--- src/rtl/imem_program_sequencer.sv ---
// ============================================================================
// imem_program_sequencer : instruction store with LOAD/RUN/HALT sequencing
// Optional macro IMEM_FAULT_EN adds a sticky fetch-fault output.  Rev 1.0
// ============================================================================
`default_nettype none

module imem_program_sequencer #(
  parameter int          DEPTH      = 8,
  parameter int          AW         = $clog2(DEPTH),
  parameter int          RUN_CYCLES = 21,
  parameter logic [31:0] NOP_WORD   = 32'h00000013
) (
  input  logic          clock,
  input  logic          reset,
  input  logic          ld_valid,
  output logic          ld_ready,
  input  logic [AW-1:0] ld_addr,
  input  logic [31:0]   ld_data,
  input  logic          start,
  input  logic          restart,
  output logic          core_reset,
  input  logic          imem_req_valid,
  input  logic [31:0]   imem_req_addr,
  output logic [31:0]   imem_resp_data,
  output logic          running,
  output logic          done,
  output logic [31:0]   cycle_count
`ifdef IMEM_FAULT_EN
  ,
  output logic          fault
`endif
);

  localparam logic [1:0]  ST_LOAD = 2'd0;
  localparam logic [1:0]  ST_RUN  = 2'd1;
  localparam logic [1:0]  ST_HALT = 2'd2;

  localparam bit          BOUNDED  = (RUN_CYCLES != 0);
  localparam logic [31:0] RUN_LAST = 32'(RUN_CYCLES - 1);

  logic [1:0]    state_q, state_d;
  logic [31:0]   cycle_count_q, cycle_count_d;
  logic [31:0]   mem_q [DEPTH];
  logic [31:0]   mem_d [DEPTH];

  logic          load_fire;
  logic          fetch_valid;
  logic          bad_fetch;
  logic          run_limit_hit;
  logic [AW-1:0] fetch_idx;

  assign load_fire     = (state_q == ST_LOAD) && ld_valid;
  assign fetch_valid   = (state_q == ST_RUN) && imem_req_valid;
  assign fetch_idx     = imem_req_addr[AW+1:2];
  assign run_limit_hit = BOUNDED && (cycle_count_q == RUN_LAST);

`ifdef IMEM_FAULT_EN
  logic fault_q, fault_d;

  // Any address outside the word-aligned store window is a fault.
  assign bad_fetch = fetch_valid &&
                     ((imem_req_addr[31:AW+2] != '0) || (imem_req_addr[1:0] != 2'b00));

  always_comb begin
    fault_d = fault_q;
    if ((state_q == ST_RUN) && bad_fetch) begin
      fault_d = 1'b1;
    end else if ((state_q == ST_HALT) && restart) begin
      fault_d = 1'b0;
    end
  end

  always_ff @(posedge clock) begin
    if (!reset) begin
      fault_q <= 1'b0;
    end else begin
      fault_q <= fault_d;
    end
  end

  assign fault = fault_q;
`else
  // Upper and byte-offset address bits are deliberately ignored (wrap).
  logic unused_addr_bits;
  assign unused_addr_bits = ^{imem_req_addr[31:AW+2], imem_req_addr[1:0]};
  assign bad_fetch        = 1'b0;
`endif

  // State register
  always_ff @(posedge clock) begin
    if (!reset) begin
      state_q <= ST_LOAD;
    end else begin
      state_q <= state_d;
    end
  end

  // Next-state logic; encoding 3 falls back to LOAD
  always_comb begin
    state_d = state_q;
    case (state_q)
      ST_LOAD: if (start) state_d = ST_RUN;
      ST_RUN:  if (run_limit_hit || bad_fetch) state_d = ST_HALT;
      ST_HALT: if (restart) state_d = ST_LOAD;
      default: state_d = ST_LOAD;
    endcase
  end

  // Output decode
  always_comb begin
    ld_ready   = 1'b0;
    core_reset = 1'b1;
    running    = 1'b0;
    done       = 1'b0;
    case (state_q)
      ST_LOAD: ld_ready = 1'b1;
      ST_RUN: begin
        core_reset = 1'b0;
        running    = 1'b1;
      end
      ST_HALT: done = 1'b1;
      default: ;
    endcase
  end

  // Run-cycle counter, saturating
  always_comb begin
    cycle_count_d = cycle_count_q;
    if ((state_q == ST_LOAD) && start) begin
      cycle_count_d = '0;
    end else if ((state_q == ST_RUN) && (cycle_count_q != 32'hFFFF_FFFF)) begin
      cycle_count_d = cycle_count_q + 32'd1;
    end
  end

  always_ff @(posedge clock) begin
    if (!reset) begin
      cycle_count_q <= '0;
    end else begin
      cycle_count_q <= cycle_count_d;
    end
  end

  assign cycle_count = cycle_count_q;

  // Instruction store: written only by accepted loads
  always_comb begin
    for (int i = 0; i < DEPTH; i++) begin
      mem_d[i] = mem_q[i];
    end
    if (load_fire) begin
      mem_d[ld_addr] = ld_data;
    end
  end

  always_ff @(posedge clock) begin
    for (int i = 0; i < DEPTH; i++) begin
      if (!reset) begin
        mem_q[i] <= NOP_WORD;
      end else begin
        mem_q[i] <= mem_d[i];
      end
    end
  end

  assign imem_resp_data = (fetch_valid && !bad_fetch) ? mem_q[fetch_idx] : NOP_WORD;

endmodule

`default_nettype wire

--- config.mk ---
export PLATFORM = sky130hd
export DESIGN_NAME = imem_program_sequencer
export DESIGN_NICKNAME = d
export VERILOG_FILES = /design/src/rtl/imem_program_sequencer.sv
export SDC_FILE = /design/constraint.sdc
export NUM_CORES = 1
export LEC_CHECK = 0
export BUFFER_PORTS_ARGS = -buffer_cell sky130_fd_sc_hd__buf_2
export CORE_MARGIN = 5
export CORE_UTILIZATION = 45
export DETAILED_ROUTE_END_ITERATION = 12
export PLACE_DENSITY = 0.61
export SLEW_MARGIN = 30
export SYNTH_ARGS = -nofsm -noshare
export SYNTH_HDL_FRONTEND = slang
export SYNTH_SLANG_ARGS = --single-unit
--- constraint.sdc ---
create_clock -name clock -period 5.34 [get_ports clock]
set_input_delay 0.267 -clock clock [delete_from_list [all_inputs] [get_ports clock]]
set_output_delay 0.267 -clock clock [all_outputs]
set_load 0.05 [all_outputs]
# Word level (Yosys, flattened, before mapping)
# Memory sizes are Yosys's and may differ from the RTL's.
# Cells that the tools add are included.
# classes
addsub	1
n_mux	23
n_eq_ne	7
bitwise_logic	10
reduce_logical	8
magnitude_cmp	2
# op_table
op	count
$mux W32	10
$bwmux W256	1
$mux W256	1
$demux W32 S3	1
$add A32 B1 Y32 const B	1
$eq A32 B5 Y1 const B	1
$ne A32 B32 Y1 const B	1
$or A1 B1 Y1	8
$mux W1	6
$mux W2	3
$ne A2 B2 Y1 const B	3
$pmux W2 S3	1
$logic_and A1 B1 Y1	5
$ge A4 B4 Y1 const B	1
$lt A4 B1 Y1 const B	1
$not A3 Y4	1
$reduce_and A3 Y1	1
$eq A2 B1 Y1 const B	1
$eq A2 B2 Y1 const B	1
$logic_not A2 Y1	1
$reduce_or A2 Y1	1
$not A1 Y1	1
# word_totals
n_memories	1
regBits	34
ramBits	256
output_inout_bits	68
input_bits	73
wordCells	54
# mem_list
name	words	width	read_ports	rd_clocked_by_memory_dff	wr	line	source
mem_q	8	32	9	0	8	43	logic [31:0] mem_q [DEPTH];

# Depth between registers and ports, before layout
# Gate-level depths: netlist of run 1.
# logic_depth
depth_word	8
mapped_depth	8

# Worst setup path before layout of run 1
# No wires, ideal clock.
# synth_path
path_kind	reg2out
from	register state_q[0]
to	output port imem_resp_data[21]
setup_slack_ps	2894
arrival_ps	2179
stages_incl_launch_ff	7
path_cell_list	dfxtp_1 > nor2b_1 > buf_2 > nand2_1 > clkbuf_1 > clkbuf_1 > nor2_1
# synth_between
elab_chain_len	3
# synth_lines
item	line	source
start: declaration	41	logic [1:0] state_q, state_d;
start signal: assignment	94	state_q <= state_d;
$eq A2 B1 Y1	53	assign fetch_valid = (state_q == ST_RUN) && imem_req_valid;
$logic_and A1 B1 Y1	53	
$mux W32	166	assign imem_resp_data = (fetch_valid && !bad_fetch) ? mem_q[fetch_idx] : NOP_WORD;
end: declaration	24	output logic [31:0] imem_resp_data,
# No other way between the ends.

# Final worst setup path of run 1
# layout_path
from	register state_q[0]
to	output port imem_resp_data[22]
# Same word-level chain as after synthesis.

==> impl_metrics.tcl, run 1 <==
set metrics [dict create \
    wl_um 37500 \
    vias 10900 \
    cp-end-kind "output port" \
    power_density_nw_per_um2 327 \
    path_delay_family "simple AND/OR/NAND/NOR gates" \
    synth-simple-area-share_pct 22.2 \
    crit_type "register to output port" \
    dp_hpwl_um 19800 \
    die_height_um 183 \
    grt-ovfl-total 0 \
    synthTopCellsByArea "dfxtp_1, nand2_1, a21boi_0, mux4_2, clkbuf_1" \
    path_buf_inv 2 \
    ys_types 48 \
    synth_top_family_by_area "simple AND/OR/NAND/NOR gates" \
    worst_slack_ps 2390 \
    period_needed_ps 2950 \
    fillers 2800 \
    clkLatencyLatePin_ps 550 \
    drt-vias-per-instance 5.54 \
    cp.depth 5 \
    synth_edf_count 0 \
    worst_hold_path.num_cells 3 \
    synthXorXnorAreaFrac_pct 0.521 \
    area_growth_pct 12.2 \
    maxCapViolCount 0 \
    setup_viol 0 \
    synthCells 1546 \
    clockBufferDepth 3 \
    fin_setup_tns_ps 0 \
    antenna_found_initial 2 \
    synthAdderAreaFrac_pct 0.186 \
    final_cell_mix "nand2_1, dfxtp_1, a21boi_0" \
    root_buffer "clkbuf_16" \
    crit_arrival_ps 2680 \
    status "finished clean" \
    start_kind "register" \
    drv_slew 0 \
    ioPinCount 141 \
    chipWidth_um 183 \
    gp_congestion 0.823 \
    antennaDiodeCount 0 \
    syn_avg_cell_area_um2 8.70 \
    h-tree-depth 1 \
    cts_tree "yes" \
    path_cells "nor2b_1, nand2_1, buf_4, nor2_1, buf_2" \
    slowest_delay_ps 730 \
    ys_seq_elements 290 \
    drtIter0Drc 828 \
    synth_top_area_share_pct 43.1 \
    synthMuxAreaShare_pct 13.2 \
    core_um2 29600 \
    rsz0062_at_grt "false" \
    drive_gt1_share_pct 16.3 \
    layout_commonest_cell "nand2_1" \
    async_reset_ff_share_pct 0 \
    slew_headroom_pct 32.8 \
    grt_start_max_net_pins 152 \
    hold_path.class "input port to register" \
    synth.largest_area_cell "dfxtp_1" \
    cts_made_buffers 31 \
    antenna_left 0 \
    drc 0 \
    cts.sinks 290 \
    place_ws_ps 2460 \
    ys_seq_area_share_pct 43.1 \
    post_drt_wl_per_cell_um 19.0 \
    hold_viol_final 0 \
    nets 1631 \
    die_area_um2 33500 \
    cts_repair_resize_count 0 \
    syn_nets 1621 \
    track_usage_pct 21.6 \
    io_buffers 111 \
    finClkSkew_ps 5.53 \
    firstDrtPassIters 5 \
    total_power_uw 4940 \
    clkSlewWorstSetupHoldPaths_ps 60 \
    grt_pass1_vias 10300 \
    synth-compound-area-share_pct 15.2 \
    grt_pass1_wl_um 58000 \
    initial_core_util_pct 45.5 \
    tightest_slew_ps 1010 \
    required_ps 5070 \
    clock.fmax_ghz 0.339 \
    period_share_pct 55.2 \
    yosys_warnings 0 \
    crit_fanout 29 \
    crit_path_top_delay_cell "nor2b_1" \
    cts_hold_buffers 0 \
    leakagePower_uw 0.00534 \
    reg2regPathDepth 6 \
    cts_setup_buffers 0 \
    ir_worst_vdd_v 0.000228 \
    synthesis.area_um2 13500 \
    ys.flop_type "dfxtp_1" \
    rows 63 \
]
[cells in the mapped netlist (all sizes together) (8+ instances only)]
master  number
a21boi     233
a21oi       12
and2        14
and4         8
buf         46
clkbuf     105
dfxtp      290
mux2i       34
mux4        64
nand2      543
nand3       41
nand4       14
nor2        45
nor4        10
o21ai       10
or4          9
[flip-flops by register name (all words and copies together), names as in the netlist]
name and cells:
mem_q 256, state_q 2, cycle_count 32
[logic make-up after synthesis]
kind of cell / after synthesis
fa+ha+maj: 2
xor+xnor: 8
simple gates: 713
flops: 290
mux: 98
compound gates: 278
buf+inv: 157
[final cells by class]
type                       count  area [um2]  share of cell area [%]
multi-input combinational   1099        6950                    46.0
sequential                   290        5810                    38.4
clock buffer                  39         856                    5.67
timing repair buffer         128         722                    4.78
tap                          390         488                    3.23
clock inverter                16         262                    1.73
inverter                       6        22.5                   0.149
[through the flow]
step	area (um2)	std cells	util [%]	hold slack, ps
finish	15100	1968	51.1	23.7
detailed placement	14000	1912	47.2	446
floorplan	13500	1546	-	432
global route	15100	1968	51.1	14.9
CTS	15100	1967	51.0	6.01
global placement	13900	1911	47.1	438
[worst paths after layout]
| path | start | slack [ps] | endpoint |
|---|---|---|---|
| max | state_q[0] | 2390 | imem_resp_data[22] |
| min | ld_data[20] | 20 | mem_q[0][20] |
| max reg2reg | cycle_count[8] | 2850 | cycle_count[27] |
| min reg2reg | mem_q[4][28] | 450 | mem_q[4][28] |
[worst reg2reg max path, stage by stage, from the launching register on]
cell and delay (ps):
dfxtp_1 470, nand4_1 170, or4_4 620, o31ai_4 610, buf_6 270, or4_1 140, a21oi_1 60
[where the power goes]
part / leakage (uW) / internal, uW / switching (uW) / total (uW)
logic: 0.00244 / 123 / 236 / 359
clock network: 0.000552 / 1460 / 892 / 2360
registers: 0.00234 / 2210 / 21.6 / 2230
total: 0.00534 / 3790 / 1150 / 4940
[per-layer routing]
layer | global-route usage (%) | share of wire (%) | wire length [um] | up-vias
li1 | - | - | - | 5239
met1 | 31.2 | 46 | 17100 | 5263
met2 | 34.9 | 46 | 17300 | 333
met3 | 2.82 | 6.5 | 2440 | 56
met4 | 4.47 | 1.7 | 654 | 4
met5 | 0 | 0.056 | 21 | -
No activity file was read; power rests on OpenSTA's default activity.
==> run 2, diff against run 1 <==
--- a/config.mk
+++ b/config.mk
@@ -9,7 +9,7 @@
 export CORE_MARGIN = 5
 export CORE_UTILIZATION = 45
 export DETAILED_ROUTE_END_ITERATION = 12
-export PLACE_DENSITY = 0.61
+export PLACE_DENSITY = 0.63
 export SLEW_MARGIN = 30
 export SYNTH_ARGS = -nofsm -noshare
 export SYNTH_HDL_FRONTEND = slang
==> constraint.sdc (replaced) <==
create_clock -name clock -period 2.7 [get_ports clock]
set_input_delay 0.135 -clock clock [delete_from_list [all_inputs] [get_ports clock]]
set_output_delay 0.135 -clock clock [all_outputs]
set_load 0.05 [all_outputs]
==> impl_metrics.tcl, run 2 (same netlist as run 1, synthesis figures left out) <==
set metrics [dict create \
    drt-vias-per-instance 5.43 \
    cts_repair_resize_count 0 \
    path_delay_family "simple AND/OR/NAND/NOR gates" \
    start_kind "register" \
    required_ps 2570 \
    rr_endpoint "mem_q[0][21]" \
    crit_type "register to output port" \
    reg2regPathDepth 5 \
    crit_path_end "imem_resp_data[15]" \
    clkSlewWorstSetupHoldPaths_ps 60 \
    cp.depth 5 \
    gp_congestion 0.829 \
    top_register "mem_q" \
    combPwrFrac_pct 7.7 \
    p_sw_uw 2230 \
    initial_core_util_pct 45.5 \
    period_needed_ps 2420 \
    post_drt_wl_per_cell_um 18.3 \
    highest_layer "met5" \
    cp-end-kind "output port" \
    die_area_um2 33500 \
    fin_setup_tns_ps 0 \
    cts_tree "yes" \
    grt_start_max_net_pins 259 \
    hold_start "reset" \
    clkLatencyLatePin_ps 560 \
    nets 1677 \
    wl_um 36900 \
    leakagePower_uw 0.00556 \
    power_density_nw_per_um2 640 \
    hold_viol_final 0 \
    core_um2 29600 \
    firstDrtPassIters 7 \
    die_height_um 183 \
    tightest_slew_ps 1090 \
    drv_slew 0 \
    root_buffer "clkbuf_16" \
    cts.sinks 290 \
    largest_reg_flops 256 \
    drc 0 \
    status "finished clean" \
    slew_headroom_pct 27.0 \
    ir_worst_vdd_v 0.000494 \
    hold_path.class "input port to register" \
    antennaDiodeCount 0 \
    clkPwrFrac_pct 48.1 \
    startpoint "state_q[0]" \
    io_buffers 111 \
    final_cell_mix "nand2_1, dfxtp_1, a21boi_0" \
    chipWidth_um 183 \
    rows 63 \
    crit_arrival_ps 2280 \
    wl_met1_um 16700 \
    route.met2.wl_um 17300 \
    path_buf_inv 2 \
    netSwitchingFraction_pct 22.4 \
    finalInstanceArea_um2 15600 \
    period_share_pct 89.6 \
    grt_pass1_wl_um 58900 \
    layout_commonest_cell "nand2_1" \
    vias 10900 \
    total_power_uw 9960 \
    clock.fmax_ghz 0.413 \
    ioPinCount 141 \
    clockBufferDepth 3 \
    grt-ovfl-total 0 \
    path_cells "nor2b_1, nand2_1, buf_4, nor2_1, buf_2" \
    slowest_delay_ps 400 \
    cts_made_buffers 30 \
    drtIter0Drc 743 \
    antenna_found_initial 1 \
    r2r-start "state_q[0]" \
    area_growth_pct 15.7 \
    setup_viol 0 \
    grt_pass1_vias 10600 \
    track_usage_pct 21.6 \
    power_frac_seq_pct 44.2 \
    postPlaceCellArea_um2 14100 \
    h-tree-depth 1 \
    rsz0062_at_grt "false" \
    drive_gt1_share_pct 16.2 \
    crit_path_top_delay_cell "dfxtp_1" \
    crit_fanout 29 \
    r2r_setup_slack_ps 560 \
    antenna_left 0 \
    intPower_uw 7730 \
    finClkSkew_ps 7.88 \
    dp_hpwl_um 20300 \
    wl_met3_um 2230 \
    maxCapViolCount 0 \
    cts_setup_buffers 0 \
]
==> run 2: changes by cell type in the layout (fill, tap and decap cells not counted), moves of 3 or more <==
cell,delta
dlygate4sd3_1,+34
buf_12,+4
clkbuf_1,+3
buf_4,+11
clkinv_2,-4
==> run 2: power by group through the flow <==
stage / sequential (uW) / combinational (uW) / clock, uW
4_1_cts: 4400 / 764 / 4890
5_1_grt: 4410 / 828 / 5050
2_1_floorplan: 4490 / 534 / 0
3_5_place_dp: 4500 / 720 / 0
3_3_place_gp: 4500 / 712 / 0
6_report: 4400 / 763 / 4800
==> run 2: layout make-up <==
cell class | instances | area, um2
clock buffers | 42 | 867
clock inverters | 12 | 285
fillers | 2760 | 14000
inverters | 6 | 22.5
multi-input cells | 1099 | 6930
flip-flops and latches | 290 | 5810
well taps | 390 | 488
repair buffers | 175 | 1180
==> run 2: how the worst min path moves through the flow <==
stage	endpoint	slack, ps	cells after the start
floorplan	state_q[1]	360	3
global placement	mem_q[0][3]	440	2
detailed placement	mem_q[2][28]	450	2
CTS	mem_q[4][0]	210	3
global route	mem_q[4][0]	260	3
finish	mem_q[4][4]	90	3
==> run 2: metal layers <==
| metal | GRT usage [%] | vias up |
|---|---|---|
| li1 | - | 5333 |
| met1 | 30.3 | 5243 |
| met2 | 35.7 | 295 |
| met3 | 3.25 | 57 |
| met4 | 4.50 | 2 |
| met5 | 0 | - |
==> run 2: through the flow <==
| stage | hold slack (ps) | utilization, % | setup WS (ps) | instances |
|---|---|---|---|---|
| finish | 89.9 | 52.7 | 280 | 2014 |
| global route | 260 | 52.7 | 189 | 2014 |
| CTS | 212 | 52.7 | 279 | 2014 |
| detailed placement | 445 | 47.6 | 600 | 1926 |
| global placement | 440 | 47.6 | 644 | 1926 |
| floorplan | 358 | - | 317 | 1546 |
==> run 2: timing repair <==
| action | CTS | global route |
|---|---|---|
| hold buffers | 34 | 0 |
| hold endpoints to repair | 258 | 0 |
| setup endpoints to repair | 0 | 0 |
==> run 2: worst register-to-register path: stages, from the launching register on <==
cell and delay, ps:
dfxtp_1 350, nor4b_2 690, and2_1 230, buf_4 470, nand2_1 140, a21boi_0 190
==> run 3, diff against run 2 <==
--- a/config.mk
+++ b/config.mk
@@ -9,6 +9,7 @@
 export CORE_MARGIN = 5
 export CORE_UTILIZATION = 45
 export DETAILED_ROUTE_END_ITERATION = 12
+export GPL_TIMING_DRIVEN = 0
 export PLACE_DENSITY = 0.63
 export SLEW_MARGIN = 30
 export SYNTH_ARGS = -nofsm -noshare
==> impl_metrics.tcl, run 3 (same netlist as run 1, synthesis figures left out) <==
set metrics [dict create \
    nets 1765 \
    worst_hold_path.num_cells 3 \
    clkPwrFrac_pct 47.0 \
    crit_arrival_ps 2430 \
    h-tree-depth 2 \
    clkSlewWorstSetupHoldPaths_ps 50 \
    chipWidth_um 183 \
    fin_setup_tns_ps 0 \
    top_register "mem_q" \
    rows 63 \
    status "finished clean" \
    hold_start "start" \
    grt_start_max_net_pins 14 \
    r2r-start "state_q[1]" \
    gp_congestion 0.840 \
    initial_core_util_pct 45.5 \
    vias 11400 \
    antenna_found_initial 1 \
    total_power_uw 9870 \
    holdWs_ps 44.6 \
    rr_endpoint "mem_q[7][24]" \
    ff_latch_area_um2 5810 \
    root_buffer "clkbuf_16" \
    die_area_um2 33500 \
    crit_fanout 10 \
    maxCapViolCount 0 \
    wl_um 40000 \
    start_kind "register" \
    hold_viol_final 0 \
    clockBufferDepth 3 \
    area_growth_pct 17.6 \
    multi_input_area_um2 6930 \
    cts_tree "yes" \
    finClkSkew_ps 13.0 \
    io_buffers 75 \
    tightest_slew_ps 870 \
    crit_type "register to output port" \
    power_density_nw_per_um2 623 \
    grt-ovfl-total 0 \
    netSwitchingFraction_pct 24.0 \
    drc 0 \
    die_height_um 183 \
    cts_setup_buffers 0 \
    drt-vias-per-instance 5.43 \
    cp-end-kind "output port" \
    track_usage_pct 23.4 \
    setup_viol 0 \
    grt_pass1_vias 11000 \
    core_um2 29600 \
    slew_headroom_pct 42.0 \
    ioPinCount 141 \
    antenna_left 0 \
    combPwrFrac_pct 8.4 \
    clkLatencyLatePin_ps 510 \
    worstHoldEndpoint "state_q[0]" \
    p_sw_uw 2370 \
    post_drt_wl_per_cell_um 19.0 \
    hold_path.class "input port to register" \
    ir_worst_vdd_v 0.000366 \
    drv_slew 0 \
    rsz0062_at_grt "false" \
    drive_gt1_share_pct 14.6 \
    dp_hpwl_um 27300 \
    power_frac_seq_pct 44.7 \
    period_share_pct 95.0 \
    r2r_setup_slack_ps 240 \
    final_cells 2106 \
    grt_pass1_wl_um 62100 \
    cts.sinks 290 \
    leakagePower_uw 0.00560 \
    clock.fmax_ghz 0.390 \
    required_ps 2570 \
    placed_cells 2011 \
    largest_reg_flops 256 \
    fillers 2805 \
    intPower_uw 7500 \
    drtIter0Drc 813 \
    reg2regPathDepth 8 \
    cts_made_buffers 34 \
    layout_commonest_cell "nand2_1" \
    utilization_pct 53.6 \
    final_cell_mix "nand2_1, dfxtp_1, a21boi_0" \
    firstDrtPassIters 5 \
    period_needed_ps 2560 \
]
[run 3: changes by cell type in the layout (fill, tap and decap cells not counted), moves of 4 or more]
cell       before  now
buf_12          4    0
buf_2         109   82
buf_4          27   33
bufinv_16       9    1
clkbuf_1        6  107
clkbuf_16      31   35
clkbuf_8        5   13
[run 3: what timing repair did]
action / in CTS / in global routing
hold endpoints to repair: 256 / 0
resized for setup: 6 / 5
setup endpoints to repair: 14 / 20
cloned: 0 / 0
hold buffers: 33 / 0
[run 3: how the worst max path moves through the flow]
stage | startpoint | endpoint | slack, ps
finish | state_q[0] | imem_resp_data[28] | 140
floorplan | cycle_count[8] | cycle_count[0] | 320
global route | state_q[0] | imem_resp_data[28] | 10
CTS | state_q[0] | imem_resp_data[28] | 7
global placement | state_q[0] | imem_resp_data[28] | 160
detailed placement | state_q[0] | imem_resp_data[28] | 150
[run 3: stage by stage]
stage | setup WS, ps | area [um2]
3_3_place_gp | 161 | 14300
6_report | 136 | 15800
2_1_floorplan | 317 | 13500
4_1_cts | 7.06 | 15800
3_5_place_dp | 153 | 14300
5_1_grt | 13.3 | 15800
[run 3: power by group through the flow]
stage | clock network, uW | logic (uW) | registers, uW
after global routing | 4900 | 889 | 4420
final | 4640 | 825 | 4410
after global placement | 0 | 771 | 4500
after detailed placement | 0 | 781 | 4500
after CTS | 4700 | 823 | 4410
after floorplan | 0 | 534 | 4490
[run 3: area by class of cell]
class / instances / share of cell area [%]
Multi-Input combinational cell: 1099 / 43.8
Sequential cell: 290 / 36.7
Clock buffer: 52 / 6.76
Buffer: 151 / 4.57
Timing Repair Buffer: 108 / 4.50
Tap cell: 390 / 3.08
Clock inverter: 8 / 0.458
Inverter: 6 / 0.142
Antenna cell: 2 / 0.0316
[run 3: worst max-delay path: stages (launching register included)]
cell and delay, ps:
dfxtp_1 420, nor2b_4 220, clkbuf_4 220, nand2_1 150, buf_2 240, clkbuf_4 240
nor2_1 190, buf_4 230
[run 3: per-layer routing]
metal	track usage (%)	share of wire, %	routed length, um
met5	0	0	0
met4	7.09	2.6	1060
met3	3.71	7.1	2850
met2	38.7	46	18600
met1	31.8	44	17500
